`config.mk`:
```
export PLATFORM = sky130hd
export DESIGN_NAME = dct_butterfly
export DESIGN_NICKNAME = d
export VERILOG_FILES = /design/src/rtl/dct_butterfly.sv
export SDC_FILE = /design/constraint.sdc
export NUM_CORES = 1
export LEC_CHECK = 0
export ABC_AREA = 1
export CAP_MARGIN = 20
export CORE_MARGIN = 5
export CORE_UTILIZATION = 60
export CTS_CLUSTER_SIZE = 30
export DETAILED_ROUTE_END_ITERATION = 12
export PLACE_DENSITY = 0.83
export SYNTH_ARGS = -nofsm -noshare
export SYNTH_HDL_FRONTEND = slang
export SYNTH_SLANG_ARGS = --single-unit
```
`constraint.sdc`:
```
create_clock -name clk_i -period 3.3 [get_ports clk_i]
set_input_delay 0.825 -clock clk_i [delete_from_list [all_inputs] [get_ports clk_i]]
set_output_delay 0.825 -clock clk_i [all_outputs]
set_load 0.01 [all_outputs]
```
`src/rtl/dct_butterfly.sv`:
```
// Dct2 input stage: ping-pong buffers a serial vector of N samples and emits
// the N/2 mirror-index sum/difference pairs that feed the Rotate stages.
module dct_butterfly #(
  parameter int unsigned Width = 16,
  parameter int unsigned N     = 8,
  localparam int unsigned IdxW = (N > 2) ? $clog2(N / 2) : 1
) (
  input  logic                    clk_i,
  input  logic                    rst_i,
  output logic                    s_ready_o,
  input  logic                    s_valid_i,
  input  logic signed [Width-1:0] s_data_i,
  input  logic                    m_ready_i,
  output logic                    m_valid_o,
  output logic signed [Width-1:0] m_y1_o,
  output logic signed [Width-1:0] m_y2_o,
  output logic [IdxW-1:0]         m_index_o,
  output logic                    m_last_o
);

  localparam int unsigned CntW = $clog2(N);
  localparam logic [CntW-1:0] LastBeat = CntW'(N - 1);
  localparam logic [IdxW-1:0] LastPair = IdxW'(N / 2 - 1);

  logic [Width-1:0] mem_q [2][N];

  logic            wr_bank_q, wr_bank_d;
  logic [CntW-1:0] wr_cnt_q, wr_cnt_d;
  logic            rd_bank_q, rd_bank_d;
  logic [IdxW-1:0] rd_cnt_q, rd_cnt_d;
  logic [1:0]      full_q, full_d;

  logic                    valid_q, valid_d;
  logic signed [Width-1:0] y1_q, y1_d;
  logic signed [Width-1:0] y2_q, y2_d;
  logic [IdxW-1:0]         idx_q, idx_d;
  logic                    last_q, last_d;

  logic                    s_hs;
  logic                    load;
  logic signed [Width-1:0] x_lo, x_hi;

  // Ready depends on registered state only, so no path from m_ready_i.
  assign s_ready_o = !full_q[wr_bank_q];
  assign s_hs      = s_valid_i && s_ready_o;
  assign load      = (!valid_q || m_ready_i) && full_q[rd_bank_q];

  assign x_lo = mem_q[rd_bank_q][CntW'(rd_cnt_q)];
  assign x_hi = mem_q[rd_bank_q][LastBeat - CntW'(rd_cnt_q)];

  assign m_valid_o = valid_q;
  assign m_y1_o    = y1_q;
  assign m_y2_o    = y2_q;
  assign m_index_o = idx_q;
  assign m_last_o  = last_q;

  always_ff @(posedge clk_i) begin
    if (s_hs) begin
      mem_q[wr_bank_q][wr_cnt_q] <= s_data_i;
    end
  end

  always_comb begin
    wr_bank_d = wr_bank_q;
    wr_cnt_d  = wr_cnt_q;
    rd_bank_d = rd_bank_q;
    rd_cnt_d  = rd_cnt_q;
    full_d    = full_q;
    valid_d   = valid_q;
    y1_d      = y1_q;
    y2_d      = y2_q;
    idx_d     = idx_q;
    last_d    = last_q;

    if (s_hs) begin
      if (wr_cnt_q == LastBeat) begin
        wr_cnt_d          = '0;
        wr_bank_d         = ~wr_bank_q;
        full_d[wr_bank_q] = 1'b1;
      end else begin
        wr_cnt_d = wr_cnt_q + CntW'(1);
      end
    end

    // Writer only targets a non-full bank, so this clear never collides with the set above.
    if (load) begin
      y1_d    = x_lo + x_hi;
      y2_d    = x_lo - x_hi;
      idx_d   = rd_cnt_q;
      last_d  = (rd_cnt_q == LastPair);
      valid_d = 1'b1;
      if (rd_cnt_q == LastPair) begin
        rd_cnt_d          = '0;
        rd_bank_d         = ~rd_bank_q;
        full_d[rd_bank_q] = 1'b0;
      end else begin
        rd_cnt_d = rd_cnt_q + IdxW'(1);
      end
    end else if (m_ready_i) begin
      valid_d = 1'b0;
    end
  end

  always_ff @(posedge clk_i or posedge rst_i) begin
    if (rst_i) begin
      wr_bank_q <= 1'b0;
      wr_cnt_q  <= '0;
      rd_bank_q <= 1'b0;
      rd_cnt_q  <= '0;
      full_q    <= '0;
      valid_q   <= 1'b0;
      y1_q      <= '0;
      y2_q      <= '0;
      idx_q     <= '0;
      last_q    <= 1'b0;
    end else begin
      wr_bank_q <= wr_bank_d;
      wr_cnt_q  <= wr_cnt_d;
      rd_bank_q <= rd_bank_d;
      rd_cnt_q  <= rd_cnt_d;
      full_q    <= full_d;
      valid_q   <= valid_d;
      y1_q      <= y1_d;
      y2_q      <= y2_d;
      idx_q     <= idx_d;
      last_q    <= last_d;
    end
  end

endmodule

```
==> metrics, run 1 <==
highest-count cells in the layout ignoring fill and taps sky130_fd_sc_hd__edfxtp_1, sky130_fd_sc_hd__nand2_1, sky130_fd_sc_hd__nor2_1, sky130_fd_sc_hd__o21ai_0, sky130_fd_sc_hd__inv_1; count of nets left with antenna violations after detail routing 0; maximum number of buffers from clock root to sink 3; antenna violations before repair 0; basic-gate share of the synthesized area counting and, or, nand and nor cells 0.149; clock sink total 300; Placer Congestion 0.952; fin. max-slew vios 0; endpoints failing hold 0; overall via count from detail_route 9927; Post-synth top flop sky130_fd_sc_hd__edfxtp_1; slew of the pin with the lowest slew margin 0.678 ns; share of post-route cells with drive strength above 1 0.103; Synth Area in Compound Gates 0.106; leading area contributor after synthesis sky130_fd_sc_hd__edfxtp_1; Crit path arrival time ~2.4 ns; total grt overflow 0; drc violations 0; skew final 0.0210 ns; highest fanout seen on the critical path 12; GR Util met2 0.441; synth top area cells sky130_fd_sc_hd__edfxtp_1, sky130_fd_sc_hd__dfrtp_1, sky130_fd_sc_hd__nand2_1, sky130_fd_sc_hd__nor2_1, sky130_fd_sc_hd__o21ai_0; # setup viols final 0; Critical Path Start Type flop; share of synthesized area spent on multiplexers 0; post-synthesis sequential element count 300; final period demand of the worst path roughly 3.2 ns; top cell type's share of synthesized area 0.566; worst-case setup slack after placement between 0.2 and 0.25 ns; final worst path period share 0.983; final wirelength between 30 and 40 mm; IO Pins 57; type of destination of the critical path output pin; post-synth net total 1334; TritonCTS clock tree yes; full die area 25800 µm²; via count of the first global-routing pass 9823; Unique masters post-synth 34; max-capacitance violation count 0; clock transition at the registers of the reported paths around 0.060 ns; cell area after layout ~16000 µm²; y dimension of the die 160 µm; sum of negative setup slack 0 ns; detailed router's first-iteration violation count 1176; # port buffers 56; drt via density between 5 and 6; cts hold-fix bufs 0; Synth Area in XOR/XNOR 0.00773; global routing's busiest layer met2; WS Path Type flop to output pin; sequential-to-total area share from yosys stat 0.647; remaining max-slew budget at the tightest pin 0.547; DP HPWL around 22 mm; fraction of the mapped netlist area in adder cells 0.0333; number of instances resized during post-cts repair 0; later-pin clock latency in the skew report ~0.58 ns; cell area after technology mapping ~14000 µm²; count of antenna diodes in the layout 0; wire length of the first global-routing pass 54.0 mm; status complete, no violations; placed standard-cell area 14600 µm²; count of flip-flops with a built-in enable after synthesis 256; RSZ-0062 raised after global routing false; hold crit path type flop to flop; effective utilization at floorplan 0.604; Synth warnings 0; dominant combinational cell family by area after synthesis simple AND/OR/NAND/NOR gates; fraction of registers with async set or reset after synthesis 0.147; area of the core region roughly 23000 µm²; met3 GRT Util 0.0544; met1 Resource Use GR 0.350; peak clock frequency supported by timing 308 MHz; syn_area_per_cell 10.6 µm²; post-CTS setup buffers 0; TritonCTS buffer count 31; number of placement rows 55; Final nets between 1000 and 1500; setup slack of the critical path after layout 0.0547 ns; most common library cell in the layout ignoring fill and taps sky130_fd_sc_hd__edfxtp_1; endpoint required time on the critical path ~2.5 ns; area overhead of the layout relative to synthesis 15.4%; number of search-and-repair iterations in the first detailed-routing pass 6; average wire per standard cell 20.9 µm; GRT Overall Usage 0.267; root cell of the clock tree sky130_fd_sc_hd__clkbuf_16; die width approximately 160 µm; maximum number of pins on one net before global-route repair 73; Mapped Cells 1279; count of H-tree levels built during CTS 1
[final timing paths]
kind | from | endpoint | slack [ns] | cells past startpoint
min | m_y1_o[9]$_DFFE_PP0P_ | m_y1_o[9]$_DFFE_PP0P_ | 0.48 | 2
max in group asynchronous | rst_i | m_y1_o[13]$_DFFE_PP0P_ | 2.05 | 3
min in group asynchronous | rst_i | m_y1_o[10]$_DFFE_PP0P_ | 0.65 | 2
max reg2reg | rd_bank_q$_DFFE_PP0P_ | m_y1_o[15]$_DFFE_PP0P_ | 0.25 | 17
min reg2reg | m_y1_o[9]$_DFFE_PP0P_ | m_y1_o[9]$_DFFE_PP0P_ | 0.48 | 2
max | wr_bank_q$_DFFE_PP0P_ | s_ready_o | 0.05 | 3
[per-layer routing]
| metal | share of wire | wire length (µm) |
|---|---|---|
| met1 | 0.38 | 13300 |
| met2 | 0.48 | 16500 |
| met3 | 0.093 | 3200 |
| met4 | 0.045 | 1540 |
| met5 | 0 | 0 |
[sequential cells by signal (all words and copies together) (netlist names)]
name / flops
mem_q: 256
m_last_o: 1
m_y2_o: 15
wr_cnt_q: 3
m_index_o: 2
full_q: 2
rd_cnt_q: 2
m_y1_o: 16
rd_bank_q: 1
wr_bank_q: 1
m_valid_o: 1
[area by class of cell]
cell class	count	area [µm²]
Clock buffer	33	783
Clock inverter	25	240
Fill cell	1545	6820
Inverter	111	418
Multi-Input combinational cell	803	4100
Sequential cell	300	8790
Tap cell	285	357
Timing Repair Buffer	98	988
[synth_stat cells, types with 3 or more instances]
| library cell | n |
|---|---|
| sky130_fd_sc_hd__o21ai_0 | 140 |
| sky130_fd_sc_hd__dfrtp_1 | 44 |
| sky130_fd_sc_hd__inv_2 | 10 |
| sky130_fd_sc_hd__nand2_1 | 208 |
| sky130_fd_sc_hd__and2_1 | 3 |
| sky130_fd_sc_hd__xor2_1 | 10 |
| sky130_fd_sc_hd__buf_6 | 8 |
| sky130_fd_sc_hd__nand3_1 | 54 |
| sky130_fd_sc_hd__edfxtp_1 | 256 |
| sky130_fd_sc_hd__o21ai_2 | 17 |
| sky130_fd_sc_hd__nand4_1 | 7 |
| sky130_fd_sc_hd__nor3_1 | 17 |
| sky130_fd_sc_hd__a31oi_1 | 19 |
| sky130_fd_sc_hd__o22ai_1 | 47 |
| sky130_fd_sc_hd__inv_1 | 101 |
| sky130_fd_sc_hd__nand2_2 | 3 |
| sky130_fd_sc_hd__nor2_1 | 202 |
| sky130_fd_sc_hd__buf_2 | 19 |
| sky130_fd_sc_hd__buf_4 | 7 |
| sky130_fd_sc_hd__buf_1 | 5 |
| sky130_fd_sc_hd__ha_1 | 33 |
| sky130_fd_sc_hd__a21oi_1 | 25 |
| sky130_fd_sc_hd__clkbuf_1 | 25 |
| sky130_fd_sc_hd__o21ai_1 | 6 |
[logic make-up after synthesis]
| group | after synthesis |
|---|---|
| DFF | 300 |
| buffers and inverters | 176 |
| AOI/OAI and AO/OA | 257 |
| and+or+nand+nor | 499 |
| xor gates and xnor gates | 12 |
| adders and majority gates | 35 |
[stage by stage]
step,cells,hold WS (ns),util
after floorplan,1279,0.485,-
after global placement,1597,0.461,0.650
after detailed placement,1597,0.466,0.650
after CTS,1655,0.482,0.696
after global routing,1655,0.496,0.697
final,1655,0.477,0.697
[worst max-delay path: stages, from the launching register on]
cell	delay (ns)
sky130_fd_sc_hd__dfrtp_1	0.63
sky130_fd_sc_hd__inv_2	0.24
sky130_fd_sc_hd__o21ai_1	0.33
sky130_fd_sc_hd__clkdlybuf4s50_1	0.66
Power of run 1 is not shown: default switching activity piles up to over one toggle a cycle in this logic, so the estimate is an artifact.
==> run 2: changes to the inputs <==
- CORE_UTILIZATION: 60 -> 40
- PLACE_DENSITY: 0.83 -> 0.6
- SLEW_MARGIN: not set -> 20
==> run 2 against run 1 <==
Against the previous run:
- via count is 5.2% lower
- routed wire length is 2.2% higher
- critical path depth is 1 higher
- utilization is 22 points lower
- register-to-register slack hardly changed
- critical endpoint unchanged
- highest routed layer is now met5
==> metrics, run 2 (same netlist as run 1, synthesis figures left out) <==
area of the core region 33500 µm²; hold crit path type flop to flop; slew of the pin with the lowest slew margin roughly 0.59 ns; Util after Layout 0.478; later-pin clock latency in the skew report 0.56 ns; sum of negative setup slack 0 ns; Critical Path Start Type flop; startpoint of the most critical setup path wr_bank_q$_DFFE_PP0P_; final worst path period share 0.927; CP delay by family, top buffers and inverters; placed standard-cell area 15000 µm²; drt via density 5.13; highest-count cells in the layout ignoring fill and taps sky130_fd_sc_hd__edfxtp_1, sky130_fd_sc_hd__nand2_1, sky130_fd_sc_hd__nor2_1, sky130_fd_sc_hd__o21ai_0, sky130_fd_sc_hd__inv_1; count of antenna diodes in the layout 0; area overhead of the layout relative to synthesis 18.0%; die width ~200 µm; peak clock frequency supported by timing roughly 330 MHz; remaining max-slew budget at the tightest pin 0.608; TritonCTS clock tree yes; final wirelength around 35 mm; number of cells on the worst reg-to-reg path 14; Worst path slowest cell sky130_fd_sc_hd__clkdlybuf4s50_1; RSZ-0062 raised after global routing false; worst r2r src rd_bank_q$_DFFE_PP0P_; endpoint required time on the critical path about 2.5 ns; critical-path cell list inv_2 -> nand2_1 -> o21ai_1 -> clkdlybuf4s50_1; TritonCTS buffer count 30; Largest Register mem_q; average wire per standard cell ~19 µm; antenna violations before repair 1; WS Path Type flop to output pin; total grt overflow 0; # port buffers 56; full die area 37800 µm²; share of post-route cells with drive strength above 1 0.118; GRT Overall Usage 0.184; # setup viols final 0; IO Pins between 50 and 60; skew final 0.00903 ns; status complete, no violations; DP HPWL 22.4 mm; type of destination of the critical path output pin; clock sink total 300; overall via count from detail_route around 9400; wire length of the first global-routing pass between 50 and 60 mm; final period demand of the worst path around 3.1 ns; critical path buffer and inverter count 2; drc violations 0; Crit path arrival time 2.24 ns; critical register-to-register path endpoint m_y1_o[14]$_DFFE_PP0P_; cell area after layout 16000 µm²; clock transition at the registers of the reported paths 0.06 ns; fin. max-slew vios 0; number of search-and-repair iterations in the first detailed-routing pass 5; maximum number of buffers from clock root to sink 3; count of H-tree levels built during CTS 1; endpoints failing hold 0; Placer Congestion 0.959; highest fanout seen on the critical path 12; detailed router's first-iteration violation count a little over 900; effective utilization at floorplan 0.405; critical path capture point s_ready_o; critical path depth 4; Final nets 1417; count of nets left with antenna violations after detail routing 0; flip-flop count of the largest register after layout 256; Worst path max stage delay 0.64 ns; via count of the first global-routing pass 9084; maximum number of pins on one net before global-route repair 59; root cell of the clock tree sky130_fd_sc_hd__clkbuf_16; max-capacitance violation count 0; number of placement rows 67; y dimension of the die 194 µm; worst reg-to-reg setup slack between 0.2 and 0.3 ns; most common library cell in the layout ignoring fill and taps sky130_fd_sc_hd__edfxtp_1
[run 2: layer usage]
metal  track usage  up-vias  share of wire
met5             0        -        0.00023
met4        0.0388        2          0.020
met3        0.0370       50          0.063
met2         0.291      236           0.46
met1         0.267     4552           0.46
li1              -     4568              -
[run 2: worst min-delay path by stage]
stage / from / to / cells after the start
6_report: m_y2_o[1]$_DFFE_PP0P_ / m_y2_o[1]$_DFFE_PP0P_ / 2
5_1_grt: m_y2_o[1]$_DFFE_PP0P_ / m_y2_o[1]$_DFFE_PP0P_ / 2
4_1_cts: m_y2_o[1]$_DFFE_PP0P_ / m_y2_o[1]$_DFFE_PP0P_ / 2
3_5_place_dp: m_y2_o[1]$_DFFE_PP0P_ / m_y2_o[1]$_DFFE_PP0P_ / 2
3_3_place_gp: m_y2_o[1]$_DFFE_PP0P_ / m_y2_o[1]$_DFFE_PP0P_ / 2
2_1_floorplan: full_q[1]$_DFF_PP0_ / full_q[1]$_DFF_PP0_ / 2
[run 2: cell type report]
| class | count | area, µm² |
|---|---|---|
| repair buffers | 116 | 1150 |
| well taps | 448 | 561 |
| inverters | 111 | 420 |
| flip-flops and latches | 300 | 8790 |
| clock inverters | 7 | 83.8 |
| fillers | 3063 | 17500 |
| clock buffers | 49 | 873 |
| multi-input cells | 803 | 4150 |
[run 2: repair_timing]
action,4_1_cts,5_1_grt
gates resized for setup,0,16
hold buffers,0,0
buffers inserted,0,0
endpoints found under the setup margin,0,12
[run 2: stage by stage]
stage / cells / hold slack (ns) / setup slack (ns)
6_report: 1834 / 0.478 / 0.240
3_3_place_gp: 1777 / 0.465 / 0.130
5_1_grt: 1834 / 0.496 / 0.000317
4_1_cts: 1833 / 0.482 / 0.0146
2_1_floorplan: 1279 / 0.485 / 0.497
3_5_place_dp: 1777 / 0.466 / 0.143
[run 2: tightest hold or removal path, cell delays in order (launching register included)]
cell and delay, ns:
sky130_fd_sc_hd__dfrtp_1 0.34, sky130_fd_sc_hd__nand2_1 0.06, sky130_fd_sc_hd__nand2_1 0.05
Power of run 2 is left out for the same reason.
